===== src/rtl/sev_seg_scan_ctrl.sv =====
// Scans NUM_DIGITS common-anode digits through one shared decoder, with a blank guard before each digit.
// Latency: outputs registered; an accepted update shows from the next frame boundary (digit 0 guard).
// Backpressure: upd_ready is low while an update waits for the frame boundary; upd_data is ignored then.
module sev_seg_scan_ctrl #(
  parameter int NUM_DIGITS   = 4,
  parameter int DWELL_CYCLES = 50000,
  parameter int BLANK_CYCLES = 500,
  parameter bit LZ_BLANK     = 1'b1
) (
  input  logic                    clk,
  input  logic                    rst_n,
  input  logic [4*NUM_DIGITS-1:0] upd_data,
  input  logic                    upd_valid,
  output logic                    upd_ready,
  output logic [3:0]              dec_val,
  output logic [NUM_DIGITS-1:0]   dig_en_n,
  output logic                    frame_start
);

  localparam int MAXC = (DWELL_CYCLES > BLANK_CYCLES) ? DWELL_CYCLES : BLANK_CYCLES;
  localparam int CW   = (MAXC > 1) ? $clog2(MAXC) : 1;
  localparam int IW   = (NUM_DIGITS > 1) ? $clog2(NUM_DIGITS) : 1;
  localparam int DW   = 4 * NUM_DIGITS;

  localparam logic [CW-1:0] BLANK_LAST = CW'(BLANK_CYCLES - 1);
  localparam logic [CW-1:0] DWELL_LAST = CW'(DWELL_CYCLES - 1);
  localparam logic [IW-1:0] IDX_LAST   = IW'(NUM_DIGITS - 1);

  typedef enum logic {GUARD = 1'b0, DWELL = 1'b1} state_t;

  state_t                state_q, state_d;
  logic [IW-1:0]         idx_q, idx_d;
  logic [CW-1:0]         cnt_q, cnt_d;
  logic [DW-1:0]         active_q, active_d;
  logic [DW-1:0]         pending_q, pending_d;
  logic                  pend_full_q, pend_full_d;
  // High only for the first edge after reset release: the FSM holds GUARD/idx 0/count 0
  // so that cycle becomes the opening guard cycle of frame 0 and frame_start fires there.
  logic                  init_q;
  logic                  boundary;
  logic                  zero_run;
  logic [NUM_DIGITS-1:0] blank_d;
  logic [NUM_DIGITS-1:0] en_n_d;
  logic [3:0]            dec_d;
  logic                  fs_d;

  assign upd_ready = ~pend_full_q;

  // Next-state: guard/dwell sequencing, frame-boundary swap of pending into active, update accept.
  always_comb begin
    state_d     = state_q;
    idx_d       = idx_q;
    cnt_d       = cnt_q;
    active_d    = active_q;
    pending_d   = pending_q;
    pend_full_d = pend_full_q;
    boundary    = 1'b0;
    if (!init_q) begin
      case (state_q)
        GUARD: begin
          if (cnt_q == BLANK_LAST) begin
            state_d = DWELL;
            cnt_d   = '0;
          end else begin
            cnt_d = cnt_q + CW'(1);
          end
        end
        default: begin
          if (cnt_q == DWELL_LAST) begin
            state_d = GUARD;
            cnt_d   = '0;
            if (idx_q == IDX_LAST) begin
              idx_d    = '0;
              boundary = 1'b1;
            end else begin
              idx_d = idx_q + IW'(1);
            end
          end else begin
            cnt_d = cnt_q + CW'(1);
          end
        end
      endcase
    end
    // Boundary consumes the old pending value; an accept can only happen when pending is empty.
    if (boundary && pend_full_q) begin
      active_d    = pending_q;
      pend_full_d = 1'b0;
    end
    if (upd_valid && !pend_full_q) begin
      pending_d   = upd_data;
      pend_full_d = 1'b1;
    end
  end

  // Output values for the next cycle, derived from the next state so they land on the same edge.
  always_comb begin
    zero_run = 1'b1;
    blank_d  = '0;
    for (int i = NUM_DIGITS - 1; i >= 0; i--) begin
      zero_run = zero_run & (active_d[4*i +: 4] == 4'd0);
      if (LZ_BLANK && (i > 0) && zero_run) blank_d[i] = 1'b1;
    end
    en_n_d = '1;
    if ((state_d == DWELL) && !blank_d[idx_d]) en_n_d[idx_d] = 1'b0;
    dec_d = active_d[{idx_d, 2'b00} +: 4];
    fs_d  = (state_d == GUARD) && (idx_d == '0) && (cnt_d == '0);
  end

  // FSM state, display registers and registered outputs.
  always_ff @(posedge clk or negedge rst_n) begin
    if (!rst_n) begin
      state_q     <= GUARD;
      idx_q       <= '0;
      cnt_q       <= '0;
      active_q    <= '0;
      pending_q   <= '0;
      pend_full_q <= 1'b0;
      init_q      <= 1'b1;
      dig_en_n    <= '1;
      dec_val     <= 4'd0;
      frame_start <= 1'b0;
    end else begin
      state_q     <= state_d;
      idx_q       <= idx_d;
      cnt_q       <= cnt_d;
      active_q    <= active_d;
      pending_q   <= pending_d;
      pend_full_q <= pend_full_d;
      init_q      <= 1'b0;
      dig_en_n    <= en_n_d;
      dec_val     <= dec_d;
      frame_start <= fs_d;
    end
  end

endmodule


===== config.mk =====
export PLATFORM = sky130hd
export DESIGN_NAME = sev_seg_scan_ctrl
export DESIGN_NICKNAME = d
export VERILOG_FILES = /design/src/rtl/sev_seg_scan_ctrl.sv
export SDC_FILE = /design/constraint.sdc
export NUM_CORES = 1
export LEC_CHECK = 0
export CORE_AREA = 2 2 62 108
export DETAILED_ROUTE_END_ITERATION = 12
export DIE_AREA = 0 0 64 110
export PLACE_DENSITY = 0.75
export SYNTH_ARGS = -nofsm -noshare
export SYNTH_HDL_FRONTEND = slang
export SYNTH_SLANG_ARGS = --single-unit

===== constraint.sdc =====
create_clock -name clk -period 2.95 [get_ports clk]
set_input_delay 0.59 -clock clk [delete_from_list [all_inputs] [get_ports clk]]
set_output_delay 0.59 -clock clk [all_outputs]
set_load 0.03 [all_outputs]

== After elaboration in Yosys (flattened, before gate mapping) ==
Index checks and enable logic that the tools add are counted.

* Output and inout port bits: 10
* Register bits after elaboration: 62
* Logic and storage cells: 64
* Input bits: 19

* $add $sub $neg: 2
* Magnitude comparators: 2
* Bitwise gates (word level): 5
* Multiplexer cells: 27
* Reduce and logical (&&, ||, !) cells: 14
* Shift-type cells: 1
* Eq/ne operators: 3

{| class="wikitable"
|+ Operators with widths
! kind !! number
|-
| 2-to-1 mux 16 bit || 5
|-
| adder 16 x 1 -> 16 bit (second input constant) || 1
|-
| equality test 16 bit (second input constant) || 1
|-
| equality test 16 x 9 -> 1 bit (second input constant) || 1
|-
| zero test 16 bit || 1
|-
| indexed part select 16 x 5 -> 4 bit || 1
|-
| 2-to-1 mux 1 bit || 15
|-
| zero test 4 bit || 3
|-
| 2-to-1 mux 2 bit || 4
|-
| logical AND 1 bit || 6
|-
| 2-to-1 mux 4 bit || 1
|-
| NOT 4 bit || 1
|-
| < comparator 2 x 3 -> 1 bit (second input constant) || 1
|-
| adder 2 x 1 -> 2 bit (second input constant) || 1
|-
| bitwise AND 1 bit || 2
|-
| binary-select mux 1 bit (select 2 bit) || 1
|-
| demux 1 bit (select 2 bit) || 1
|-
| equality test 2 bit (second input constant) || 1
|-
| >= comparator 2 x 1 -> 1 bit (second input constant) || 1
|-
| zero test 1 bit || 2
|-
| zero test 2 bit || 1
|-
| NOT 1 bit || 2
|-
| nonzero test 2 bit || 1
|}

== Longest topological paths before layout ==
Gate-level depths: netlist of the first run.

* Depth in word-level cells: 16
* Mapped depth: 9
* Gate-level depth less buffers: 7

== Least setup slack after synthesis of the first run ==
No wires, ideal clock.

* Path kind: reg-to-reg
* Start: register cnt_q[1]
* End: register dec_val[0]
* Clock period less this slack: 2.707 ns
* Buffers on the path: 2
* Data required time: 2.825 ns
* Stages on the path, launching flop included: 10
* Path slack: 0.243 ns
* Arrival: 2.582 ns
* Cell sequence: dfrtp_1 > ha_1 > nand3_1 > or4_1 > buf_6 > nor3_2 > buf_4 > mux2_2 > mux2_1 > mux2_2

* Word-level cells in the longest chain between the ends: 7
* Elaborated cells on any way between the ends: 10
* Classes of those cells: eq/ne: 1; shift: 1; mux: 7; reduce/logical: 1

{| class="wikitable"
|+ RTL lines
! item !! line !! source
|-
| start, declared || 33 || <nowiki>logic [CW-1:0] cnt_q, cnt_d;</nowiki>
|-
| start signal, assigned || 125 || <nowiki>cnt_q <= cnt_d;</nowiki>
|-
| equality test 16 bit || 69 || <nowiki>if (cnt_q == DWELL_LAST) begin</nowiki>
|-
| 2-to-1 mux 1 bit || 69 ||
|-
| 2-to-1 mux 1 bit || 59 || <nowiki>case (state_q)</nowiki>
|-
| 2-to-1 mux 1 bit || 58 || <nowiki>if (!init_q) begin</nowiki>
|-
| logical AND 1 bit || 85 || <nowiki>if (boundary && pend_full_q) begin</nowiki>
|-
| 2-to-1 mux 16 bit || 85 ||
|-
| net active_d[0] || 34 || <nowiki>logic [DW-1:0] active_q, active_d;</nowiki>
|-
| indexed part select 16 x 5 -> 4 bit || 105 || <nowiki>dec_d = active_d[{idx_d, 2'b00} +: 4];</nowiki>
|-
| net dec_d[0] || 44 || <nowiki>logic [3:0] dec_d;</nowiki>
|-
| end signal, assigned || 120 || <nowiki>dec_val <= 4'd0;</nowiki>
|-
| end signal, assigned || 131 || <nowiki>dec_val <= dec_d;</nowiki>
|-
| end, declared || 15 || <nowiki>output logic [3:0] dec_val,</nowiki>
|}

The timed path passes the listed nets, and every way through them passes these cells.
A chain may end at the register's enable or synchronous reset.

== Final worst setup path of the first run ==
Ends and elaborated chain as after synthesis.

==> results of run 1 <==
[synth_stat cells, types with 4 or more instances]
master and number:
or4_1 6, dfrtp_1 57, nand4_1 6, dfstp_2 5, mux2_2 33, xor2_1 9, nor4_1 6, nand2_1 8
nor2_1 25, nand3_1 6, inv_1 6, mux2_1 10, clkbuf_1 5, buf_2 4, nor3_1 4, xnor2_1 11
a21oi_1 7
[area by class of cell]
class | count | share of cell area, %
Multi-Input combinational cell | 172 | 37.01
Timing Repair Buffer | 46 | 11.23
Clock buffer | 10 | 3.766
Inverter | 7 | 0.7189
Tap cell | 80 | 2.739
Clock inverter | 6 | 1.917
Sequential cell | 62 | 42.62
[state kept, by name, summed over array words and instances (netlist names), 2 cells and up]
name and flops:
dig_en_n 4, idx_q 2, active_q 16, cnt_q 16, pending_q 16, dec_val 4
[worst max path at each step]
stage | from | end | slack (ns) | depth (start not counted)
4_1_cts | cnt_q[4] | dec_val[0] | 0.16 | 7
2_1_floorplan | cnt_q[1] | dec_val[0] | 0.24 | 9
6_report | cnt_q[1] | dec_val[0] | 0.17 | 8
5_1_grt | cnt_q[0] | dec_val[0] | 0.04 | 8
3_5_place_dp | cnt_q[4] | dec_val[0] | 0.19 | 7
3_3_place_gp | cnt_q[4] | dec_val[1] | 0.18 | 7
[layer usage]
metal  up-vias  GRT usage (%)  part of all wire [%]
met5         -              0                     0
met4         0          14.13                   5.9
met3        28          4.264                   2.7
met2        54          38.24                    56
met1      1026          19.01                    35
li1        987              -                     -
[logic make-up (layout without fill, tap and decap cells)]
logic type,count (synthesis),count (layout),share of synthesized area [%]
muxes,48,48,18.25
buffers and inverters,22,69,3.765
xor gates and xnor gates,20,20,5.792
other,1,1,0.1240
adders and majority gates,2,2,0.8273
DFF,62,62,51.51
and+or+nand+nor,83,83,15.85
AOI/OAI and AO/OA,18,18,3.889
[power breakdown]
group | internal (mW) | switching, mW
clock | 0.417 | 0.355
sequential | 0.926 | 0.0889
combinational | 0.180 | 0.185
total | 1.52 | 0.629
==> run metrics, run 1 <==
post-route ant nets 0; distinct cell type count after synthesis 50; row count 38; core box area 6133 um^2; Reg clk slew, reported paths 0.08 ns; clk_skew 0.008909 ns; final critical-path setup slack 0.1739 ns; area of the multi-input gates 1353 um^2; cell mode on critical path mux2_2; GRT overflow 0; Warnings, synthesis 0; DR iter-0 viols 70; Final Util 59.59%; routed vias/inst between 5 and 6; DP HPWL 4836 um; total power 2.152 mW; # DRC 0; vias in the first global route between 2,000 and 2,500; worst hold path class input port to async pin; Routability Congestion just over 0.9; hold slack 0.2760 ns; CTS buffer count 9; Relative slew margins 55.02%; Worst EP required roughly 3.2 ns; I/O Buffers 28; dpl ws between 0.15 and 0.2 ns; share of layout cells above drive strength 1 a little over a quarter; LEAKAGE 1.672 nW; reg2reg start cnt_q[1]; top cell type's share of synthesized area 47.17%; antenna violations before repair 0; critical path class flop to flop; Final Non-Filler Cells around 380; crit-path max FO 11; RSZ-0062 raised after global routing false; delay-heaviest family, CP multiplexers; clock sinks 62; most common cell after layout, fill and taps aside dfrtp_1; Nets 319; Area growth syn-to-layout 20.85%; dpl cell area approximately 3400 um^2; synthesized area 3024 um^2; largest cells by area after synthesis dfrtp_1 47%, mux2_2 12%, dfstp_2 4.3%; endpoints failing hold 0; clk_lat worst skew 0.34 ns; # setup viols final 0; Post-Syn Instances 256; Fillers 494; slowest cell delay on critical path 0.53 ns; leading area contributor after synthesis dfrtp_1; Detailed Route WL 6381 um; minimum clock period 2.776 ns; first-pass GRT wire length 10,530 um; Post-Syn Nets 277; Max-cap violations 0; Final TNS setup 0 ns; Worst setup EP type flop; CP bufs+invs 1; r2r endpoint dec_val[0]; sequential element share of the synthesized area 51.51%; EDFF count, synth 0; Worst R2R Setup Slack 0.17 ns; Die Wd around 64 um; routed length per instance 16.66 um; PwrDens 588.9 nW/um^2; Max Fclk roughly 360 MHz; R2R depth 8; die area 7040 um^2; Placed Cells incl. Taps 367; I/O pins 29; ys async rst share 100.0%; ant diodes 0; final cell area excluding filler cells 3655 um^2; detailed-route via count 2,095; post-CTS setup buffers 0; Top FF cell, synth dfrtp_1; CTS max path bufs 2; worst vdd ir 0.0003705 V; flip-flop and latch area 1558 um^2; Synth Register Bits 62; H-tree lvl count 3; period utilisation layout 94.11%; Initial Util 49.31%; Mean Syn Cell Area 11.81 um^2; total track usage 20.27%; status complete, no violations; CTS hold repair buffers 0; highest-count cells in the layout ignoring fill and taps 57 x dfrtp_1, 33 x mux2_2, 27 x clkdlybuf4s50_1, 25 x nor2_1, 18 x buf_4; Pre-antenna DRT Iters 4; worst-margin pin slew 0.6748 ns; arrival time worst endpoint 3.00 ns; slowest CP cell or4_1; Max Slew Vio Count 0; Die Height between 100 and 150 um; Critical Path, Cell by Cell ha_1 -> nand3_1 -> or4_1 -> nor3_2 -> buf_4 -> mux2_2 -> mux2_1 -> mux2_2; CTS tree done; largest net degree at the start of global routing 32; crit path launch type flop; Root Buffer clkbuf_8; Resized cells post-CTS 0
Power figures use the tool's default switching activity.
==> inputs of run 2 (changes only) <==
--- a/config.mk
+++ b/config.mk
@@ -5,10 +5,10 @@
 export SDC_FILE = /design/constraint.sdc
 export NUM_CORES = 1
 export LEC_CHECK = 0
-export CORE_AREA = 2 2 62 108
+export CORE_AREA = 2 2 87 151
 export DETAILED_ROUTE_END_ITERATION = 12
-export DIE_AREA = 0 0 64 110
-export PLACE_DENSITY = 0.75
+export DIE_AREA = 0 0 89 153
+export PLACE_DENSITY = 0.46
 export SYNTH_ARGS = -nofsm -noshare
 export SYNTH_HDL_FRONTEND = slang
 export SYNTH_SLANG_ARGS = --single-unit
==> run 2 against run 1 <==
Via count is 0.53% higher. Utilization is 28 points lower. Clock skew is 0.0046 ns lower. Largest cell class unchanged. Worst setup slack worse by 0.0039 ns. Wire length is 11% higher. Critical endpoint unchanged. Register-to-register slack hardly changed. Sequential power hardly changed. Critical path depth stayed put. Combinational power is 18% higher.
==> run metrics, run 2 (synthesis gave the netlist of run 1 again) <==
status complete, no violations; CTS buffer count 9 (unchanged); antenna violations before repair 0 (unchanged); Die Height 153 um (+39%); hold slack 0.1264 ns (-0.1496 ns); RSZ-0062 raised after global routing false; routed vias/inst 4.462 (-18%); most common cell after layout, fill and taps aside dfrtp_1; Worst setup EP type flop; dpl ws 0.08267 ns (-0.1032 ns); Resized cells post-CTS 0 (unchanged); crit path launch type flop; row count 54 (+42%); H-tree lvl count 3 (unchanged); LEAKAGE 1.721 nW (+2.9%); largest net degree at the start of global routing 54 (+69%); crit-path max FO 20 (+9); die area 13,620 um^2 (+93%); core box area 12,430 um^2 (+100%); Max Slew Vio Count 0 (unchanged); Nets 320 (+0.31%); Routability Congestion 0.8937 (-1.8%); worst vdd ir 0.0002846 V (-23%); worst-margin pin slew 0.5108 ns (-0.1640 ns); Die Wd 89 um (+39%); clk_skew 0.004359 ns (-0.004551 ns); CTS max path bufs 2 (unchanged); clock sinks 62 (unchanged); share of layout cells above drive strength 1 27.63% (+0.57 points); CP startpoint cnt_q[1]; Detailed Route WL 7110 um (+11%); Max Fclk 359.7 MHz (-0.14%); I/O pins 29 (unchanged); Max-cap violations 0 (unchanged); detailed-route via count 2,106 (+0.53%); clk_lat worst skew 0.33 ns (about the same); DR iter-0 viols 75 (+7.1%); Area growth syn-to-layout 28.67%; reg2reg start cnt_q[1]; PwrDens 639.2 nW/um^2 (+8.5%); endpoints failing hold 0 (unchanged); total power 2.487 mW (+16%); post-route ant nets 0 (unchanged); routed length per instance 15.06 um (-9.6%); period utilisation layout 94.24% (+0.13 points); total track usage 11.71% (-8.6 points); I/O Buffers 28 (unchanged); Pre-antenna DRT Iters 4 (unchanged); DP HPWL 5419 um (+12%); CTS hold repair buffers 0 (unchanged); Reg clk slew, reported paths 0.06 ns (-0.02 ns); CTS tree done; highest-count cells in the layout ignoring fill and taps 57 x dfrtp_1, 33 x mux2_2, 27 x clkdlybuf4s50_1, 25 x nor2_1, 17 x buf_4; final cell area excluding filler cells 3891 um^2 (+6.5%); # setup viols final 0 (unchanged); worst hold path class input port to async pin; arrival time worst endpoint 3.00 ns (about the same); Initial Util 24.33% (-25 points); Final TNS setup 0 ns (unchanged); minimum clock period 2.780 ns (+0.003878 ns); critical path class flop to flop; Root Buffer clkbuf_16; Worst EP required 3.17 ns (about the same); dpl cell area 3590 um^2 (+4.1%); vias in the first global route 2,332 (+3.0%); GRT overflow 0 (unchanged); # DRC 0 (unchanged); first-pass GRT wire length 11,900 um (+13%); post-CTS setup buffers 0 (unchanged); ant diodes 0 (unchanged); largest registers active_q: 16 flops, cnt_q: 16 flops, pending_q: 16 flops; final critical-path setup slack 0.1700 ns (-0.003878 ns); Relative slew margins 65.63% (+11 points)
[run 2: cell types whose count changed in the layout (fill, tap and decap cells not counted), sizes merged]
cell | previous run | this run
buf | 19 | 20
clkinvlp | 3 | 4
clkbuf | 10 | 9
[run 2: per-layer routing]
layer  vias up  wire [um]  track usage, %
met5         -          0               0
met4         0        329           6.610
met3        21        224           3.240
met2        42       3974           20.15
met1      1053       2582           12.41
li1        990          -               -
[run 2: path summary, 6_finish.rpt]
kind                               end  slack (ns)  cells after the start
max in group asynchronous  dig_en_n[2]        2.19                      2
setup / recovery            dec_val[0]        0.17                      8
min in group clk           active_q[1]        0.49                      1
setup reg to reg            dec_val[0]        0.17                      8
hold / removal                cnt_q[3]        0.13                      1
hold reg to reg            active_q[1]        0.49                      1
[run 2: area by class of cell]
cell class              instances  area (um^2)
clock buffers                   9        225.2
well taps                     168        210.2
clock inverters                 7        73.82
inverters                       7        26.28
flip-flops and latches         62         1558
multi-input cells             172         1355
repair buffers                 47        442.9
fillers                      1294         8541
[run 2: where the power goes]
part | internal, mW | leakage, nW | switching [mW] | total (mW)
Combinational | 0.211 | 0.780 | 0.222 | 0.432
Clock | 0.654 | 0.134 | 0.406 | 1.06
Sequential | 0.927 | 0.807 | 0.0674 | 0.995
Total | 1.79 | 1.72 | 0.695 | 2.49
[run 2: worst max-delay path: stages (launching register included)]
cell	delay [ns]
dfrtp_1	0.42
ha_2	0.25
nand3_1	0.10
or4_1	0.52
nor3_2	0.20
buf_12	0.20
mux2_2	0.36
mux2_1	0.35
mux2_2	0.28
[run 2: per-stage QoR]
| step | util [%] | std cells |
|---|---|---|
| detailed placement | 28.87 | 456 |
| finish | 31.30 | 472 |
| CTS | 31.28 | 472 |
| global route | 31.30 | 472 |
| global placement | 28.87 | 456 |
| floorplan | - | 256 |
==> inputs of run 3 (changes only) <==
--- a/config.mk
+++ b/config.mk
@@ -5,9 +5,9 @@
 export SDC_FILE = /design/constraint.sdc
 export NUM_CORES = 1
 export LEC_CHECK = 0
-export CORE_AREA = 2 2 87 151
+export CORE_AREA = 2 2 113 115
 export DETAILED_ROUTE_END_ITERATION = 12
-export DIE_AREA = 0 0 89 153
+export DIE_AREA = 0 0 115 117
 export PLACE_DENSITY = 0.46
 export SYNTH_ARGS = -nofsm -noshare
 export SYNTH_HDL_FRONTEND = slang
==> run 3 against run 2 <==
Clock power is 8% higher. Power is 1.9% higher. Sequential power hardly changed. Via count is 4.5% lower. Hold slack better by 0.20 ns. Design area is 0.71% lower. Worst setup slack better by 0.063 ns. Flip-flop and latch count stayed put. Clock skew is 0.0025 ns higher. Critical endpoint unchanged.
==> run metrics, run 3 (synthesis gave the netlist of run 1 again) <==
Die Height 117 um (-24%); post-CTS setup buffers 0 (unchanged); worst vdd ir 0.0002468 V (-13%); status complete, no violations; RSZ-0062 raised after global routing false; ant diodes 0 (unchanged); CTS buffer count 9 (unchanged); GRT overflow 0 (unchanged); Worst setup EP type flop; Root Buffer clkbuf_16; worst-margin pin slew 0.7151 ns (+0.2042 ns); clock sinks 62 (unchanged); I/O Buffers 28 (unchanged); most common cell after layout, fill and taps aside dfrtp_1; # DRC 0 (unchanged); final cell area excluding filler cells 3864 um^2 (-0.71%); largest net degree at the start of global routing 34 (-37%); reg2reg start cnt_q[5]; Relative slew margins 52.33% (-13 points); total track usage 10.51% (-1.2 points); Reg clk slew, reported paths 0.06 ns (about the same); CTS max path bufs 2 (unchanged); Final TNS setup 0 ns (unchanged); total power 2.535 mW (+1.9%); Max Fclk 368.1 MHz (+2.3%); row count 41 (-24%); routed length per instance 14.36 um (-4.7%); I/O pins 29 (unchanged); worst hold path class input port to async pin; Worst R2R Setup Slack 0.23 ns (+0.06 ns); Area growth syn-to-layout 27.76%; highest-count cells in the layout ignoring fill and taps 57 x dfrtp_1, 33 x mux2_2, 27 x clkdlybuf4s50_1, 25 x nor2_1, 16 x buf_4; largest registers active_q: 16 flops, cnt_q: 16 flops, pending_q: 16 flops; PwrDens 656.2 nW/um^2 (+2.7%); # setup viols final 0 (unchanged); Nets 318 (-0.63%); dpl cell area 3540 um^2 (-1.4%); minimum clock period 2.717 ns (-0.06321 ns); Detailed Route WL 6491 um (-8.7%); detailed-route via count 2,011 (-4.5%); Routability Congestion 0.7763 (-13%); Initial Util 24.56% (+0.24 points); core box area 12,310 um^2 (-0.97%); vias in the first global route 2,160 (-7.4%); crit-path max FO 11 (-45%); R2R depth 7 (-1); Max-cap violations 0 (unchanged); DP HPWL 4704 um (-13%); first-pass GRT wire length 10,790 um (-9.3%); clk_skew 0.006872 ns (+0.002514 ns); r2r endpoint dec_val[0]; Pre-antenna DRT Iters 4 (unchanged); Resized cells post-CTS 0 (unchanged); LEAKAGE 1.732 nW (+0.68%); Worst EP required 3.16 ns (about the same); Fillers 1,264 (-2.3%); endpoints failing hold 0 (unchanged); critical path class flop to flop; routed vias/inst 4.449 (-0.29%); post-route ant nets 0 (unchanged); CTS tree done; CTS hold repair buffers 0 (unchanged); crit path launch type flop; arrival time worst endpoint 2.92 ns (-0.08 ns); share of layout cells above drive strength 1 26.82% (-0.81 points); period utilisation layout 92.09% (-2.1 points); clk_lat worst skew 0.33 ns (about the same); Max Slew Vio Count 0 (unchanged); DR iter-0 viols 79 (+5.3%); H-tree lvl count 3 (unchanged); die area 13,460 um^2 (-1.2%); antenna violations before repair 0 (unchanged); Die Wd 115 um (+29%)
run 3: area by class of cell:
cell class	instances	area, um^2	share of cell area, %
Clock buffer	9	225.2	5.829
Clock inverter	7	98.84	2.558
Inverter	7	26.28	0.6801
Multi-Input combinational cell	172	1353	35.01
Sequential cell	62	1558	40.32
Tap cell	150	187.7	4.858
Timing Repair Buffer	45	415.4	10.75
run 3: worst max-delay path by stage:
stage	slack, ns	cells after the start	startpoint	end
final	0.23	7	cnt_q[5]	dec_val[0]
after global routing	0.12	8	cnt_q[0]	dec_val[3]
after CTS	0.20	7	cnt_q[5]	dec_val[0]
after detailed placement	0.24	8	cnt_q[0]	dec_val[0]
after global placement	0.23	7	cnt_q[15]	dec_val[0]
after floorplan	0.24	9	cnt_q[1]	dec_val[0]
run 3: routing by layer:
metal | up-vias | global-route usage (%) | wire length [um]
li1 | 989 | - | -
met1 | 977 | 12.70 | 2994
met2 | 32 | 17.57 | 3163
met3 | 13 | 2.987 | 207
met4 | 0 | 4.659 | 126
met5 | - | 0 | 0
run 3: where the power goes:
group          switching, mW  internal (mW)  total (mW)  leakage [nW]
clock                  0.394          0.741        1.14         0.156
sequential            0.0748          0.927        1.00         0.807
combinational          0.194          0.204       0.398         0.770
total                  0.663           1.87        2.54          1.73
run 3: worst max-delay path, cell delays in order, from the launching register on:
cell	delay [ns]
dfrtp_1	0.37
or3b_1	0.39
or4_1	0.47
nor3_2	0.21
buf_4	0.23
mux2_2	0.37
mux2_1	0.28
mux2_2	0.26
run 3: stage by stage:
step / hold slack (ns) / cells / util, % / setup slack [ns]
6_report: 0.3217 / 452 / 31.38 / 0.2332
5_1_grt: 0.3672 / 452 / 31.38 / 0.1192
4_1_cts: 0.3514 / 452 / 31.38 / 0.1996
3_5_place_dp: 0.4852 / 436 / 28.75 / 0.2354
3_3_place_gp: 0.4821 / 436 / 28.75 / 0.2342
2_1_floorplan: 0.2944 / 256 / - / 0.2435
